File: src/rtl/base_tempo_pkg.sv
// Shared timing defaults for the irrigation timebase and its state machine.
package base_tempo_pkg;

  localparam int CLK_HZ          = 50_000_000;
  localparam int TICK_DIV_DEF    = 50_000_000;
  localparam int LONG_TICKS_DEF  = 15;
  localparam int DEB_CYCLES_DEF  = 1_000_000;

  // Conditioned input lanes, in bit order of cond_in_t.
  localparam int NUM_IN    = 4;
  localparam int IDX_BOTAO = 0;
  localparam int IDX_US    = 1;
  localparam int IDX_UA    = 2;
  localparam int IDX_T     = 3;

  typedef struct packed {
    logic t;
    logic ua;
    logic us;
    logic botao;
  } cond_in_t;

  // Counter width able to hold 0..n-1, never narrower than one bit.
  function automatic int cnt_w(input int n);
    return (n > 1) ? $clog2(n) : 1;
  endfunction

endpackage

File: src/rtl/filtro_entrada.sv
// Two-flop synchronizer followed by a stable-run debounce filter.
// Exposes the next accepted level so the parent can register it and detect
// edges in the same cycle the level changes.
module filtro_entrada
  import base_tempo_pkg::*;
#(
  parameter int DEB_CYCLES = DEB_CYCLES_DEF
) (
  input  logic clk,
  input  logic rst_n,
  input  logic din,
  output logic lvl_nxt
);

  localparam int CW = cnt_w(DEB_CYCLES);
  localparam logic [CW-1:0] CNT_LAST = CW'(DEB_CYCLES - 1);

  logic [1:0]    sync;
  logic          lvl;
  logic [CW-1:0] cnt, cnt_nxt;

  // Count consecutive samples that disagree with the accepted level; the
  // DEB_CYCLES-th disagreeing sample flips the level and restarts the count.
  always_comb begin
    lvl_nxt = lvl;
    cnt_nxt = '0;
    if (sync[1] != lvl) begin
      if (cnt == CNT_LAST) lvl_nxt = sync[1];
      else                 cnt_nxt = cnt + 1'b1;
    end
  end

  // Synchronizer, accepted level and run counter.
  always_ff @(posedge clk or negedge rst_n) begin
    if (!rst_n) begin
      sync <= '0;
      lvl  <= 1'b0;
      cnt  <= '0;
    end else begin
      sync <= {sync[0], din};
      lvl  <= lvl_nxt;
      cnt  <= cnt_nxt;
    end
  end

endmodule

File: src/rtl/base_tempo.sv
// Step/long tick generator plus conditioned button and sensor inputs.
// All outputs are flops; tick outputs are computed one edge ahead so that a
// button pulse can suppress a coincident tick in the very same cycle.
module base_tempo
  import base_tempo_pkg::*;
#(
  parameter int TICK_DIV   = TICK_DIV_DEF,
  parameter int LONG_TICKS = LONG_TICKS_DEF,
  parameter int DEB_CYCLES = DEB_CYCLES_DEF
) (
  input  logic       clk,
  input  logic       rst_n,
  input  logic       botao_in,
  input  logic       Us_in,
  input  logic       Ua_in,
  input  logic       T_in,
  output logic       sinal,
  output logic       sinal15,
  output logic       botao,
  output logic       Us,
  output logic       Ua,
  output logic       T,
  output logic [3:0] cont15
);

  localparam int PW = cnt_w(TICK_DIV);
  localparam logic [PW-1:0] PRE_LAST = PW'(TICK_DIV - 1);
  localparam logic [3:0]    LT_LAST  = 4'(LONG_TICKS - 1);

  cond_in_t          raw;
  logic [NUM_IN-1:0] lvl_nxt, lvl_q;
  logic [PW-1:0]     pre, pre_nxt;
  logic [3:0]        c15_nxt;
  logic              press_nxt, sinal_nxt, s15_nxt;

  assign raw = '{t: T_in, ua: Ua_in, us: Us_in, botao: botao_in};

  for (genvar i = 0; i < NUM_IN; i++) begin : g_filt
    filtro_entrada #(.DEB_CYCLES(DEB_CYCLES)) u_filt (
      .clk     (clk),
      .rst_n   (rst_n),
      .din     (raw[i]),
      .lvl_nxt (lvl_nxt[i])
    );
  end

  // Next counter values and lookahead tick/press decisions. A registered
  // button pulse clears both counters on the following edge.
  always_comb begin
    press_nxt = lvl_nxt[IDX_BOTAO] & ~lvl_q[IDX_BOTAO];
    pre_nxt   = (botao || pre == PRE_LAST) ? '0 : pre + 1'b1;
    c15_nxt   = cont15;
    if (botao)      c15_nxt = '0;
    else if (sinal) c15_nxt = (cont15 == LT_LAST) ? 4'd0 : cont15 + 4'd1;
    sinal_nxt = (pre_nxt == PRE_LAST) && !press_nxt;
    s15_nxt   = sinal_nxt && (c15_nxt == LT_LAST);
  end

  // Counters, tick outputs, accepted levels and the press pulse.
  always_ff @(posedge clk or negedge rst_n) begin
    if (!rst_n) begin
      pre     <= '0;
      cont15  <= '0;
      sinal   <= 1'b0;
      sinal15 <= 1'b0;
      botao   <= 1'b0;
      lvl_q   <= '0;
    end else begin
      pre     <= pre_nxt;
      cont15  <= c15_nxt;
      sinal   <= sinal_nxt;
      sinal15 <= s15_nxt;
      botao   <= press_nxt;
      lvl_q   <= lvl_nxt;
    end
  end

  assign Us = lvl_q[IDX_US];
  assign Ua = lvl_q[IDX_UA];
  assign T  = lvl_q[IDX_T];

endmodule

File: config.mk
export PLATFORM = sky130hd
export DESIGN_NAME = base_tempo
export DESIGN_NICKNAME = d
export VERILOG_FILES = /design/src/rtl/base_tempo_pkg.sv /design/src/rtl/filtro_entrada.sv /design/src/rtl/base_tempo.sv
export SDC_FILE = /design/constraint.sdc
export NUM_CORES = 1
export LEC_CHECK = 0
export CAP_MARGIN = 15
export CELL_PAD_IN_SITES_DETAIL_PLACEMENT = 2
export CELL_PAD_IN_SITES_GLOBAL_PLACEMENT = 2
export CORE_MARGIN = 4
export CORE_UTILIZATION = 40
export DETAILED_ROUTE_END_ITERATION = 7
export PLACE_DENSITY = 0.84
export SYNTH_ARGS = -nofsm -noshare
export SYNTH_HDL_FRONTEND = slang
export SYNTH_SLANG_ARGS = --single-unit
File: constraint.sdc
create_clock -name clk -period 3.3 [get_ports clk]
set_clock_uncertainty 0.2 [all_clocks]
set_input_delay 0.33 -clock clk [delete_from_list [all_inputs] [get_ports clk]]
set_output_delay 0.33 -clock clk [all_outputs]
set_load 0.005 [all_outputs]
==> metrics.txt, run 1 <==
run status finished, final reports clean; Hold Fails Final Rpt 0; average detailed-routed wire length per instance 19.6 µm; overall via count from detail_route roughly 4,800; initial core utilization roughly two fifths; area enclosed by the die boundary between 15,000 and 20,000 µm²; Mapped Avg Cell Area 9.64 µm²; most instantiated flip-flop cell in the synthesis netlist sky130_fd_sc_hd__dfrtp_1; Setup Total Neg Slack 0 ns; final critical-path share of the clock period 87.9%; number of gates given a new drive strength after cts 0; sort of element at the start of the critical path flop; Clock Path Buffers 2; sequential area share after synthesis 50.2%; pin count of the biggest net entering global routing 76; Clk pin slew, worst setup/hold paths about 0.06 ns; utilization of the core after routing approximately 48%; met3 demand-to-capacity share in global routing under 10%; number of routed nets with antenna violations 0; met1 global-route usage approximately a quarter; fraction of final layout cells with drive strength greater than 1 about 8.6%; Final Critical Period 2.90 ns; headroom to the max-slew limit 34.3%; Post-Route WL 16.9 mm; CTS tree done; height of the chip 133 µm; final instance count without filler cells approximately 860; maximum fanout count along the critical path 7; global-route met2 utilization between 30% and 40%; Mapped Area roughly 6200 µm²; peak-usage layer in the global routing report met2; most frequent standard cell in the layout excluding fill and tap cells sky130_fd_sc_hd__nor2_1; Max IR drop VDD about 0.00038 V; DRC 0; count of flip-flops with a built-in enable after synthesis 0; GRT Overall Usage 20.5%; Worst Max-Slew Pin Slew between 0.9 and 1 ns; detailed-routing iteration count for the pre-antenna-repair pass 4; number of max-slew violations in the final report 0; critical path class flop to flop; die width around 130 µm; number of clock sinks about 130; standard cell core area 15,200 µm²; Cell Pwr Density approximately 540 nW/µm²; placer congestion estimate 0.866; Area Growth Syn to Fin 16.3%; Buffers on Ports 15; number of flip-flops and latches in the synthesized netlist between 100 and 150; max-cap check violation count 0; DP Wirelength about 11 mm; required time reported for the critical path endpoint 3.42 ns; worst min-delay path category input port to flop; worst skew pair latency between 0.4 and 0.5 ns; Rows 45; post-synthesis async set-or-reset flop share 100%; Static Leak 3.00 nW; Gate Count Post-Synth approximately 650; number of top-level design ports 16; Critical Path Sink Type flop; total of warnings raised by yosys 0; global-route wire length before repair around 29 mm; commonest cells after routing, fill and taps aside sky130_fd_sc_hd__nor2_1 (139), sky130_fd_sc_hd__dfrtp_1 (125), sky130_fd_sc_hd__xor2_1 (50); hold buffer count at CTS 1; count of placed standard cells including taps between 800 and 900; Highest Clock Rate roughly 340 MHz; initial antenna violation count 0; grt ovf 0; synthesized net count between 600 and 700; final layout net count 675; number of global-route vias before repair 5,463; number of buffers created by CTS 17; unrepaired setup endpoints after global routing false; number of distinct library cell variants in the gate-level netlist after synthesis 55; initial drt markers ~210; Vias/cell 5.55; Filler Cells Inserted approximately 1,600; deepest level of the CTS H-tree 4; antenna diode instance count 0; number of setup buffers added after CTS 0; worst hold margin between 0.1 and 0.15 ns; buffer cell driving the clock tree root sky130_fd_sc_hd__clkbuf_16; number of setup violations in the final report 0; data arrival time of the critical path between 3 and 4 ns
worst max-delay path, cell delays in order (launching register included):
cell                        delay (ns)
sky130_fd_sc_hd__dfrtp_1          0.45
sky130_fd_sc_hd__ha_1             0.35
sky130_fd_sc_hd__nand4_1          0.20
sky130_fd_sc_hd__nor4_1           0.36
sky130_fd_sc_hd__buf_4            0.20
sky130_fd_sc_hd__xor2_1           0.08
sky130_fd_sc_hd__a2111oi_2        0.39
sky130_fd_sc_hd__nand4bb_1        0.20
sky130_fd_sc_hd__nor4_2           0.35
cell families (layout without fill, tap and decap cells):
logic type,after synthesis,in the layout,share of synthesized area (%)
and+or+nand+nor,340,340,27.4
DFF,125,125,50.2
xor gates and xnor gates,98,98,13.8
buffers and inverters,41,70,2.95
AOI/OAI and AO/OA,29,29,3.18
adders and majority gates,7,7,1.41
muxes,6,6,1.04
final timing paths:
kind	start	endpoint	slack, ns	depth (start not counted)
max	pre[0]	sinal15	0.40	8
min	Ua_in	g_filt[2].u_filt.sync[0]	0.14	1
max reg2reg	pre[0]	sinal15	0.40	8
min reg2reg	g_filt[1].u_filt.sync[0]	g_filt[1].u_filt.sync[1]	0.15	0
max in group asynchronous	rst_n	pre[3]	1.74	3
min in group asynchronous	rst_n	g_filt[2].u_filt.cnt[1]	0.38	3
cell type report:
type	count	area, µm²	area share [%]
flip-flops and latches	125	3130	43.2
multi-input cells	480	2910	40.2
clock buffers	22	474	6.55
well taps	188	235	3.25
clock inverters	10	233	3.21
repair buffers	21	195	2.69
inverters	17	63.8	0.881
sequential cells by signal, indices dropped and copies added, names as in the netlist:
name                cells
g_filt.u_filt.cnt      80
sinal15                 1
sinal                   1
pre                    26
lvl_q                   4
cont15                  4
botao                   1
g_filt.u_filt.sync      8
report_power, final:
group / total [mW] / leakage, nW / internal (mW) / switching [mW]
registers: 1.57 / 1.70 / 1.55 / 0.0149
clock network: 2.25 / 0.345 / 1.55 / 0.694
logic: 0.0854 / 0.954 / 0.0227 / 0.0627
total: 3.90 / 3.00 / 3.13 / 0.771
routing by layer:
| layer | vias to the layer above | part of all wire, % |
|---|---|---|
| met4 | 0 | 1.2 |
| met5 | - | 0 |
| met3 | 21 | 3.0 |
| met2 | 53 | 53 |
| met1 | 2500 | 43 |
| li1 | 2216 | - |
Yosys cell counts (5+ instances only):
cell type / count / area (µm²)
sky130_fd_sc_hd__nor2_1: 139 / 522
sky130_fd_sc_hd__dfrtp_1: 125 / 3130
sky130_fd_sc_hd__xor2_1: 50 / 438
sky130_fd_sc_hd__xnor2_1: 48 / 420
sky130_fd_sc_hd__nand2_1: 45 / 169
sky130_fd_sc_hd__nand3_1: 41 / 205
sky130_fd_sc_hd__nand4_1: 30 / 188
sky130_fd_sc_hd__inv_1: 17 / 63.8
sky130_fd_sc_hd__and3_1: 11 / 68.8
sky130_fd_sc_hd__buf_2: 11 / 55.1
sky130_fd_sc_hd__nor3_1: 11 / 55.1
sky130_fd_sc_hd__a21oi_1: 10 / 50.1
sky130_fd_sc_hd__clkbuf_1: 8 / 30.0
sky130_fd_sc_hd__nor2b_1: 8 / 50.1
sky130_fd_sc_hd__nor4_1: 8 / 50.1
sky130_fd_sc_hd__ha_1: 7 / 87.6
sky130_fd_sc_hd__or3_1: 7 / 43.8
sky130_fd_sc_hd__o21ai_0: 6 / 30.0
sky130_fd_sc_hd__and4_1: 5 / 43.8
metrics by stage:
stage                     power [mW]  setup WS [ns]  instance area (µm²)
after CTS                       3.96          0.404                 7240
after floorplan                 1.62          0.779                 6230
final                           3.90          0.401                 7240
after global placement          1.67          0.658                 6530
after global routing            4.05          0.156                 7240
after detailed placement        1.68          0.493                 6530
(Power assumes the default switching activity.)
==> inputs of run 2 (changes only) <==
- RECOVER_POWER: default -> 50
==> metrics.txt, run 2 (synthesis results as in run 1) <==
run status finished, violations left (was finished, final reports clean); violated checks max-capacitance violations, max-slew violations; placer congestion estimate 0.866 (unchanged); Clock Path Buffers 2 (unchanged); number of setup violations in the final report 0 (unchanged); Hold Fails Final Rpt 0 (unchanged); unrepaired setup endpoints after global routing false (unchanged); antenna diode instance count 0 (unchanged); maximum fanout count along the critical path 7 (unchanged); number of global-route vias before repair 5,463 (unchanged); commonest cells after routing, fill and taps aside sky130_fd_sc_hd__nor2_1 (139), sky130_fd_sc_hd__dfrtp_1 (125), sky130_fd_sc_hd__xor2_1 (50) (unchanged); Highest Clock Rate 346 MHz (was 345 MHz); reg2reg end sinal15 (unchanged); overall via count from detail_route 4,787 (was 4,790); DRC 0 (unchanged); buffer cell driving the clock tree root sky130_fd_sc_hd__clkbuf_16 (unchanged); FF+latch area 3130 µm² (unchanged); Post-DP Area 6530 µm² (unchanged); number of gates given a new drive strength after cts 0 (unchanged); Static Leak 3.00 nW (about the same); number of clock sinks 125 (unchanged); source of the worst register-to-register timing path pre[0] (unchanged); final instance count without filler cells 863 (unchanged); DP Wirelength 11.1 mm (unchanged); average detailed-routed wire length per instance 19.7 µm (was 19.6 µm); Cell Chain, Critical Path ha_1 > nand4_1 > nor4_1 > buf_4 > xor2_1 > a2111oi_2 > nand4bb_1 > nor4_2 (unchanged); sort of element at the start of the critical path flop (unchanged); Setup crit start pre[0] (unchanged); Clk pin slew, worst setup/hold paths 0.06 ns (about the same); Rows 45 (unchanged); CP peak stage delay 0.45 ns (about the same); Vias/cell 5.55 (about the same); CP max stage cell sky130_fd_sc_hd__dfrtp_1 (unchanged); number of buffers created by CTS 17 (unchanged); headroom to the max-slew limit -28.0% (was 34.3%); Setup Total Neg Slack 0 ns (unchanged); worst min-delay path category flop to flop (was input port to flop); most flop-heavy register g_filt.u_filt.cnt (unchanged); Area Growth Syn to Fin 16.3% (about the same); top flop regs g_filt.u_filt.cnt x80, pre x26, g_filt.u_filt.sync x8 (unchanged); fraction of final layout cells with drive strength greater than 1 8.59% (unchanged); Post-Layout Inst Area 7240 µm² (about the same); Buffers on Ports 15 (unchanged); number of max-slew violations in the final report 76 (was 0); CTS tree done (unchanged); global-route wire length before repair 28.9 mm (unchanged); most frequent standard cell in the layout excluding fill and tap cells sky130_fd_sc_hd__nor2_1 (unchanged); number of top-level design ports 16 (unchanged); Final Critical Period 2.89 ns (was 2.90 ns); pin count of the biggest net entering global routing 76 (unchanged); grt ovf 0 (unchanged); detailed-routing iteration count for the pre-antenna-repair pass 4 (unchanged); height of the chip 133 µm (unchanged); worst setup path endpoint sinal15 (unchanged); Max IR drop VDD 0.000383 V (about the same); deepest level of the CTS H-tree 4 (unchanged); Filler Cells Inserted 1,626 (was 1,624); data arrival time of the critical path 3.01 ns (was 3.02 ns); required time reported for the critical path endpoint 3.42 ns (about the same); critical path class flop to flop (unchanged); final layout net count 675 (unchanged); final critical-path share of the clock period 87.5% (was 87.9%); Worst Reg-to-Reg Cells 8 (unchanged); initial core utilization 41.0% (unchanged); number of routed nets with antenna violations 0 (unchanged); area enclosed by the die boundary 17,600 µm² (unchanged); utilization of the core after routing 47.6% (about the same); setup slack of the worst register-to-register path 0.41 ns (was 0.40 ns); count of placed standard cells including taps 830 (unchanged); area of the multi-input gates 2910 µm² (unchanged); Post-Route WL 17.0 mm (was 16.9 mm); Critical Path Sink Type flop (unchanged); worst skew pair latency 0.43 ns (about the same); initial antenna violation count 0 (unchanged); standard cell core area 15,200 µm² (unchanged); initial drt markers 211 (was 213); max FFs per register 80 (unchanged); Worst Max-Slew Pin Slew 1.92 ns (was 0.986 ns); GRT Overall Usage 20.5% (unchanged); Cell Pwr Density 539 nW/µm² (was 538 nW/µm²); max-cap check violation count 1 (was 0); die width 133 µm (unchanged)
==> run 2: changes by cell type in the layout (fill, tap and decap cells not counted) <==
cell / delta
sky130_fd_sc_hd__buf_4: -3
sky130_fd_sc_hd__clkbuf_2: +2
sky130_fd_sc_hd__clkbuf_4: +1
sky130_fd_sc_hd__clkdlybuf4s50_1: -4
sky130_fd_sc_hd__dlygate4sd3_1: +4
==> run 2: through the flow <==
| stage | setup slack (ns) | power, mW | hold WS, ns |
|---|---|---|---|
| 6_report | 0.413 | 3.90 | 0.149 |
| 3_3_place_gp | 0.658 | 1.67 | 0.134 |
| 4_1_cts | 0.404 | 3.96 | 0.128 |
| 2_1_floorplan | 0.779 | 1.62 | -0.166 |
| 5_1_grt | 0.156 | 4.05 | 0.156 |
| 3_5_place_dp | 0.493 | 1.68 | 0.136 |
==> run 2: worst min-delay path by stage <==
stage | start | endpoint | slack (ns) | depth (start not counted)
global placement | g_filt[0].u_filt.sync[0] | g_filt[0].u_filt.sync[1] | 0.13 | 0
finish | g_filt[1].u_filt.sync[0] | g_filt[1].u_filt.sync[1] | 0.15 | 0
global route | g_filt[1].u_filt.sync[0] | g_filt[1].u_filt.sync[1] | 0.16 | 0
detailed placement | g_filt[2].u_filt.sync[0] | g_filt[2].u_filt.sync[1] | 0.14 | 0
CTS | Ua_in | g_filt[2].u_filt.sync[0] | 0.13 | 1
floorplan | rst_n | botao | -0.17 | 0
==> run 2: power breakdown <==
group | switching, mW | total (mW) | internal, mW
Clock | 0.695 | 2.25 | 1.55
Sequential | 0.0149 | 1.57 | 1.55
Combinational | 0.0626 | 0.0835 | 0.0209
==> run 2: area by class of cell <==
class	instances	area share, %
clock buffers	22	6.55
clock inverters	10	3.22
inverters	17	0.882
multi-input cells	480	40.3
flip-flops and latches	125	43.2
well taps	188	3.25
repair buffers	21	2.63
==> run 2: metal layers <==
| layer | up-vias | global-route usage, % | part of all wire (%) |
|---|---|---|---|
| met5 | - | 0 | 0 |
| met4 | 0 | 5.83 | 1.2 |
| li1 | 2217 | - | - |
| met2 | 48 | 35.9 | 53 |
| met3 | 21 | 4.90 | 2.5 |
| met1 | 2501 | 25.1 | 43 |
==> run 2: worst max-delay path: cells and delay by family, from the launching register on <==
family                   cells  cell delay [ns]
AO/OA/AOI/OAI                1             0.39
AND/OR/NAND/NOR              4             1.12
buffers and inverters        1             0.20
flip-flops                   1             0.45
XOR/XNOR                     1             0.08
adder cells (fa/ha/maj)      1             0.34
==> run 2: repair_timing <==
action | CTS | global route
endpoints found under the hold margin | 92 | 0
hold buffers | 1 | 0
setup buffers | 0 | 0
==> inputs of run 3 (changes only) <==
- CORE_ASPECT_RATIO: default -> 0.5
==> metrics.txt, run 3 (synthesis results as in run 1) <==
DP Wirelength 10.5 mm (was 11.1 mm); GRT Overall Usage 21.1% (was 20.5%); headroom to the max-slew limit -10.3% (was -28.0%); Post-Route WL 17.4 mm (was 17.0 mm); combinational cell fraction of total power 2.5% (was 2.1%); Clock Path Buffers 2 (unchanged); number of routed nets with antenna violations 0 (unchanged); area of the multi-input gates 2910 µm² (unchanged); antenna diode instance count 0 (unchanged); reg2reg end sinal15 (unchanged); run status finished, violations left (unchanged); top flop regs g_filt.u_filt.cnt x80, pre x26, g_filt.u_filt.sync x8 (unchanged); CTS tree done (unchanged); FF+latch area 3130 µm² (unchanged); maximum fanout count along the critical path 7 (unchanged); number of top-level design ports 16 (unchanged); placer congestion estimate 0.816 (was 0.866); Clk pin slew, worst setup/hold paths 0.06 ns (about the same); Final Critical Period 2.74 ns (was 2.89 ns); Power Internal 2.69 mW (was 3.13 mW); Vias/cell 5.45 (was 5.55); CP peak stage delay 0.43 ns (was 0.45 ns); share of power burned in the clock network 52.7% (was 57.7%); initial core utilization 41.9% (was 41.0%); most flop-heavy register g_filt.u_filt.cnt (unchanged); worst skew pair latency 0.43 ns (about the same); die width 184 µm (was 133 µm); DRC 0 (unchanged); setup slack of the worst register-to-register path 0.56 ns (was 0.41 ns); CP max stage cell sky130_fd_sc_hd__dfrtp_1 (unchanged); sort of element at the start of the critical path flop (unchanged); Static Leak 2.93 nW (was 3.00 nW); unrepaired setup endpoints after global routing false (unchanged); number of global-route vias before repair 5,459 (was 5,463); commonest cells after routing, fill and taps aside sky130_fd_sc_hd__nor2_1 (139), sky130_fd_sc_hd__dfrtp_1 (125), sky130_fd_sc_hd__xor2_1 (50) (unchanged); worst setup path endpoint sinal15 (unchanged); buffer cell driving the clock tree root sky130_fd_sc_hd__clkbuf_16 (unchanged); critical path class flop to flop (unchanged); Highest Clock Rate 365 MHz (was 346 MHz); final layout net count 675 (unchanged); Max IR drop VDD 0.000353 V (was 0.000383 V); number of setup buffers added after CTS 0 (unchanged); height of the chip 96.2 µm (was 133 µm); Worst Max-Slew Pin Slew 1.65 ns (was 1.92 ns); total design power 3.49 mW (was 3.90 mW); average detailed-routed wire length per instance 20.0 µm (was 19.7 µm); grt ovf 0 (unchanged); Cell Chain, Critical Path ha_1 > nand4_1 > nor4_1 > buf_4 > xor2_1 > a2111oi_2 > nand4bb_1 > nor4_2 (unchanged); number of buffers created by CTS 17 (unchanged); pin count of the biggest net entering global routing 64 (was 76); switching power of the nets 0.798 mW (was 0.773 mW); global-route wire length before repair 29.2 mm (was 28.9 mm); detailed-routing iteration count for the pre-antenna-repair pass 7 (was 4); Worst Reg-to-Reg Cells 8 (unchanged); Buffers on Ports 15 (unchanged); most frequent standard cell in the layout excluding fill and tap cells sky130_fd_sc_hd__nor2_1 (unchanged); required time reported for the critical path endpoint 3.43 ns (was 3.42 ns); fraction of final layout cells with drive strength greater than 1 8.46% (was 8.59%); overall via count from detail_route 4,750 (was 4,787); standard cell core area 14,900 µm² (was 15,200 µm²); hold buffer count at CTS 1 (unchanged); Setup Total Neg Slack 0 ns (unchanged); data arrival time of the critical path 2.87 ns (was 3.01 ns); source of the worst register-to-register timing path pre[0] (unchanged); violated checks max-capacitance violations, max-slew violations (unchanged); number of clock sinks 125 (unchanged); number of setup violations in the final report 0 (unchanged); Setup crit start pre[0] (unchanged); Area Growth Syn to Fin 14.4% (was 16.3%); number of max-slew violations in the final report 63 (was 76); initial antenna violation count 0 (unchanged); Filler Cells Inserted 1,581 (was 1,626); worst min-delay path category flop to flop (unchanged); initial drt markers 180 (was 211); Cell Pwr Density 490 nW/µm² (was 539 nW/µm²); register share of total power 44.8% (was 40.2%); area enclosed by the die boundary 17,700 µm² (was 17,600 µm²); net switching fraction of the power 22.9% (was 19.8%); final critical-path share of the clock period 83.1% (was 87.5%); max-cap check violation count 1 (unchanged); number of gates given a new drive strength after cts 0 (unchanged); Critical Path Sink Type flop (unchanged); deepest level of the CTS H-tree 4 (unchanged); Rows 31 (was 45); max FFs per register 80 (unchanged); Hold Fails Final Rpt 0 (unchanged)
==> run 3: cell count changes in the layout (fill, tap and decap cells not counted), moves of 2 or more <==
| cell | change |
|---|---|
| sky130_fd_sc_hd__clkinvlp_4 | +3 |
| sky130_fd_sc_hd__bufinv_16 | -5 |
| sky130_fd_sc_hd__clkbuf_8 | -2 |
| sky130_fd_sc_hd__clkinv_2 | +3 |
==> run 3: metal layers <==
layer  global-route usage (%)  routed length [µm]
met5                        0                   0
met4                     6.52                 182
met3                     4.08                 415
met2                     38.8                8960
met1                     25.3                7870
==> run 3: worst max-delay path: cells and delay by family, from the launching register on <==
| kind | cells | cell delay (ns) |
|---|---|---|
| AOI/OAI and AO/OA | 1 | 0.39 |
| DFF | 1 | 0.43 |
| and+or+nand+nor | 4 | 1.05 |
| adders and majority gates | 1 | 0.31 |
| xor gates and xnor gates | 1 | 0.08 |
| buffers and inverters | 1 | 0.20 |
==> run 3: cell type report <==
type	count	share of cell area [%]
Tap cell	198	3.48
Sequential cell	125	43.9
Timing Repair Buffer	21	2.88
Clock inverter	11	1.69
Inverter	17	0.896
Clock buffer	20	6.27
Multi-Input combinational cell	480	40.9
==> run 3: how the worst min path moves through the flow <==
stage	from	endpoint	slack, ns	depth (start not counted)
6_report	g_filt[0].u_filt.sync[0]	g_filt[0].u_filt.sync[1]	0.15	0
5_1_grt	g_filt[0].u_filt.sync[0]	g_filt[0].u_filt.sync[1]	0.16	0
4_1_cts	Ua_in	g_filt[2].u_filt.sync[0]	0.13	1
3_5_place_dp	g_filt[1].u_filt.sync[0]	g_filt[1].u_filt.sync[1]	0.14	0
3_3_place_gp	g_filt[2].u_filt.sync[0]	g_filt[2].u_filt.sync[1]	0.14	0
2_1_floorplan	rst_n	botao	-0.17	0
==> run 3: per-stage QoR <==
stage	instances	hold slack, ns	instance area, µm²	setup slack [ns]	util (%)
2_1_floorplan	646	-0.166	6230	0.779	-
3_3_place_gp	840	0.135	6560	0.624	44.1
3_5_place_dp	840	0.140	6560	0.587	44.1
4_1_cts	872	0.126	7130	0.570	48.0
5_1_grt	872	0.157	7130	0.347	48.0
6_report	872	0.146	7130	0.559	48.0
==> run 3: power groups by stage <==
| stage | Clock, mW | Sequential, mW | Combinational [mW] |
|---|---|---|---|
| floorplan | 0 | 1.59 | 0.0361 |
| global placement | 0 | 1.59 | 0.0844 |
| detailed placement | 0 | 1.59 | 0.0878 |
| CTS | 1.88 | 1.57 | 0.0936 |
| global route | 1.95 | 1.57 | 0.101 |
| finish | 1.84 | 1.57 | 0.0871 |
==> patch 1, RTL diff (config.mk and constraints of run 2) <==
Register the inputs `botao_in`, `Us_in`, `Ua_in` and `T_in` before use, without a reset. The logic sees them one clock later.
--- a/src/rtl/base_tempo.sv
+++ b/src/rtl/base_tempo.sv
@@ -28,4 +28,16 @@
   localparam logic [3:0]    LT_LAST  = 4'(LONG_TICKS - 1);
 
+  logic botao_q;
+  logic Us_q;
+  logic Ua_q;
+  logic T_q;
+
+  always_ff @(posedge clk) begin
+    botao_q <= botao_in;
+    Us_q    <= Us_in;
+    Ua_q    <= Ua_in;
+    T_q     <= T_in;
+  end
+
   cond_in_t          raw;
   logic [NUM_IN-1:0] lvl_nxt, lvl_q;
@@ -34,5 +46,5 @@
   logic              press_nxt, sinal_nxt, s15_nxt;
 
-  assign raw = '{t: T_in, ua: Ua_in, us: Us_in, botao: botao_in};
+  assign raw = '{t: T_q, ua: Ua_q, us: Us_q, botao: botao_q};
 
   for (genvar i = 0; i < NUM_IN; i++) begin : g_filt
Function: no difference found for any inputs over 10 cycles, from zero or initial values and one cycle with rst_n low; that may be too few to reach the edited logic, so the function may still have changed.
==> patch 1 against run 2 <==
- the flow still finishes with violations (capacitance limit, slew limit)
- worst setup slack better by 0.20 ns
- clock power down 13%
- wire length down 1.4%
- final area about the same
- sequential share of layout area up 1.1 points
- synthesized area up 1.3%
- power down 6.2%
- sequential cell count up 4
- via count down 0.96%
- first-iteration DRC count down 9.5%
- largest cell class unchanged
==> patch 1: results (changes against run 2) <==
** Worst setup path
- The worst reg2reg path depth was 7 (was 8).
- Slack of the worst reg-to-reg path :: 0.61 ns (was 0.41 ns)
- Delay contributed by the slowest stage of the critical path :: 0.42 ns (was 0.45 ns)
- Data arrival, critical path :: 2.81 ns (was 3.01 ns)

** Global routing
- The first-pass GRT wire length was 28.8 mm (was 28.9 mm).
- The largest net degree at the start of global routing came to 67 (was 76).
- Via count of the first global-routing pass :: 5536 (was 5463)

** Flow run
- Max Cap Viol :: 1 (unchanged)

** Logic synthesis
- Cell types with the largest area share after synthesis :: dfrtp_1 (50%), nor2_1 (8.3%), xor2_1 (6.9%) (was dfrtp_1 (50%), nor2_1 (8.4%), xor2_1 (7.0%))
- Share of flip-flops with an asynchronous set or reset after synthesis :: 96.9% (was 100%)
- The warning count from the yosys run is 0 (unchanged).
- Top cells by count, synth :: nor2_1 (139), dfrtp_1 (125), xor2_1 (50) (unchanged)
- Cells after synthesis :: 650 (was 646)
- Proportion of synthesized chip area in sequential cells :: 50.9% (was 50.2%)
- Net Count, Synth :: 663 (was 659)
- Yosys cell types :: 56 (was 55)

** Timing
- The count of final max-slew check failures was 67 (was 76).
- Worst hold slack across all endpoints :: 0.128 ns (was 0.149 ns)
- Worst max-slew margin expressed relative to the limit :: -10.7% (was -28.0%)

** Drt
- The vias after detailed routing came to 4741 (was 4787).
- The routed wirelength normalized by instance count was 18.8 um (was 19.7 um).
- Number of iterations in the first detailed-routing pass :: 4 (unchanged)

** Pwr
- The static leakage came to 2.98 nW (was 3.00 nW).
- Maximum vdd ir drop :: 0.000390 V (was 0.000383 V)

** Layout
- The number of nets in the finished design was 679 (was 675).
- The share of cells above drive strength 1 came to 7.81% (was 8.59%).
- The number of cells in the finished layout apart from fillers was 890 (was 863).
- The number of fillers in the final layout was 1628 (was 1626).

** Worst hold path
- Worst hold path depth :: 0 (unchanged)
- Min-Delay Endpoint :: g_filt[3].u_filt.sync[0]$_DFF_PN0_ (was g_filt[1].u_filt.sync[1]$_DFF_PN0_)

** Status
- Run status: finished with violations (unchanged).
- Violations in the final reports: capacitance limit, slew limit (unchanged).

** Placement
- Estimated wirelength of the detail-placed design :: 11.2 mm (was 11.1 mm)
- The placer congestion estimate came to 0.811 (was 0.866).
patch 1: changes by cell type after synthesis, sizes merged:
cell | before | now
dfxtp | 0 | 4
patch 1: repair_timing:
item | in CTS | in global routing
endpoints found under the setup margin | 0 | 0
setup buffers | 0 | 0
endpoints found under the hold margin | 64 | 0
hold buffers | 1 | 0
patch 1: kinds of logic after synthesis:
logic type,after synthesis,share of synthesized area [%]
buf+inv,41,2.92
fa+ha+maj,7,1.39
compound gates,29,3.14
simple gates,340,27.0
flops,129,50.9
mux,6,1.03
xor+xnor,98,13.6
patch 1: metrics by stage:
stage	area (sq um)	setup WS, ns
2_1_floorplan	6310	0.779
3_3_place_gp	6650	0.665
3_5_place_dp	6650	0.622
4_1_cts	7260	0.641
5_1_grt	7240	0.214
6_report	7240	0.614
patch 1: critical path: cells and delay by family, from the launching register on:
family | cells | cell delay (ns)
simple gates | 4 | 1.03
fa+ha+maj | 1 | 0.30
flops | 1 | 0.42
compound gates | 2 | 0.63
patch 1: routing by layer:
layer | vias up | global-route usage [%] | part of all wire (%)
li1 | 2230 | - | -
met1 | 2456 | 24.4 | 44
met2 | 37 | 35.8 | 52
met3 | 18 | 5.48 | 2.6
met4 | 0 | 4.97 | 0.94
met5 | - | 0 | 0
patch 1: area by class of cell:
class	instances	share of cell area, %
well taps	211	3.64
clock inverters	5	1.42
multi-input cells	480	40.2
inverters	17	0.881
repair buffers	21	2.61
clock buffers	27	6.94
flip-flops and latches	129	44.3
patch 1: report_power, final:
group	internal, mW	total [mW]	switching [mW]
sequential	1.60	1.62	0.0153
combinational	0.0207	0.0834	0.0627
clock	1.27	1.96	0.688
total	2.89	3.66	0.766
==> patch 2, RTL diff (flow settings as in run 2) <==
Without the edit above. The package constant `DEB_CYCLES_DEF` goes from 1_000_000 to 2_000_000.
--- a/src/rtl/base_tempo_pkg.sv
+++ b/src/rtl/base_tempo_pkg.sv
@@ -5,5 +5,5 @@
   localparam int TICK_DIV_DEF    = 50_000_000;
   localparam int LONG_TICKS_DEF  = 15;
-  localparam int DEB_CYCLES_DEF  = 1_000_000;
+  localparam int DEB_CYCLES_DEF  = 2_000_000;
 
   // Conditioned input lanes, in bit order of cond_in_t.
Formal check against the unedited RTL: same outputs for any inputs over 10 cycles, from zero or initial values and one cycle with rst_n low; that may be too few to reach the edited logic, so the function may still have changed.
==> patch 2 against run 2 <==
- synthesized area barely moved
- sequential cell count increased by 4
- utilization shrank 0.35 points
- fmax down 2.7%
- final area fell by 0.73%
- wire length down 4.9%
- worst setup slack lost 0.080 ns
- first-iteration DRC count shrank 2.8%
- die area barely moved
- power down 7.1%
- worst hold slack better by 0.0048 ns
- cell count fell by 1.4%
- via count decreased by 2.8%
- global-route usage decreased by 0.87 points
- critical path type unchanged
- largest power group unchanged
==> patch 2: results (changes against run 2) <==
** Layout
- Clock buffers and inverters, area share :: 8.34% (was 9.77%)
- The number of non-clock buffers in the layout came to 20 (was 21).
- The number of nets in the finished design was 664 (was 675).
- The share of cells above drive strength 1 came to 7.69% (was 8.59%).
- Top Registers :: g_filt.u_filt.cnt: 84 flops, pre: 26 flops, g_filt.u_filt.sync: 8 flops (was g_filt.u_filt.cnt: 80 flops, pre: 26 flops, g_filt.u_filt.sync: 8 flops)
- The number of combinational gates with multiple inputs was 469 (was 480).
- The inverter count came to 14 (was 17).
- Clock buffer cells :: 26 (was 22)

** Drt
- The met3 wire length is 436 um (was 425 um).
- The length of routed wiring on met1 was 7.22 mm (was 7.33 mm).
- Final wirelength :: 16.2 mm (was 17.0 mm)

** Logic synthesis
- Top cells by count, synth: nor2_1 (133), dfrtp_1 (129), xor2_1 (58) (was nor2_1 (139), dfrtp_1 (125), xor2_1 (50)).
- The adder-cell area share of the yosys netlist was 1.41% (about the same).
- Net Count, Synth :: 642 (was 659)
- The multiplexer share of the synthesized area came to 1.05% (about the same).
- Cell types with the largest area share after synthesis: dfrtp_1 (52%), xor2_1 (8.2%), nor2_1 (8.0%) (was dfrtp_1 (50%), nor2_1 (8.4%), xor2_1 (7.0%)).
- The xor-xnor portion of the synthesized cell area is 14.6% (was 13.8%).

** Timing
- Worst max-slew margin expressed relative to the limit :: 11.1% (was -28.0%)
- Worst hold slack across all endpoints :: 0.154 ns (was 0.149 ns)

** Global routing
- Via count of the first global-routing pass :: 5293 (was 5463)
- The global-route total usage across every layer came to 19.6% (was 20.5%).
- Pin count of the biggest net entering global routing :: 81 (was 76)
- GR Layer Usage met2 :: 33.4% (was 35.9%)
- First-pass GRT wire length :: 27.7 mm (was 28.9 mm)

** Worst setup path
- The reg-to-reg setup timing slack was 0.33 ns (was 0.41 ns).
- Worst-path maximum fanout :: 8 (was 7)
- The maximum cell stage delay along the critical path was 0.62 ns (was 0.45 ns).

** Clocking
- The number of sinks driven by the clock tree is 129 (was 125).

** Status
- Run status: finished, final reports clean (was finished with violations).

** Placement
- The half-perimeter wire length after placement was 10.4 mm (was 11.1 mm).

** Pwr
- The worst IR drop on VDD was 0.000494 V (was 0.000383 V).
-- patch 2: cell count changes after synthesis, moves of 4 or more --
| cell | change |
|---|---|
| nor2_1 | -6 |
| nor4_1 | +4 |
| dfrtp_1 | +4 |
| clkbuf_1 | +5 |
| nor3_1 | +4 |
| xor2_1 | +8 |
| nand2_1 | -7 |
| or4b_2 | +4 |
| buf_2 | -10 |
| a21oi_1 | -4 |
| nor2b_1 | -5 |
| and3_1 | +7 |
-- patch 2: where the power goes --
group	internal, mW	switching (mW)	total, mW
sequential	1.60	0.0152	1.62
combinational	0.0230	0.0656	0.0886
clock	1.26	0.654	1.92
-- patch 2: stage by stage --
step / setup WS (ns) / utilization, % / instance area (sq um) / cells
floorplan: 0.766 / - / 6220 / 629
global placement: 0.622 / 43.3 / 6580 / 819
detailed placement: 0.453 / 43.3 / 6580 / 819
CTS: 0.360 / 47.3 / 7190 / 851
global route: 0.296 / 47.3 / 7190 / 851
finish: 0.333 / 47.3 / 7190 / 851
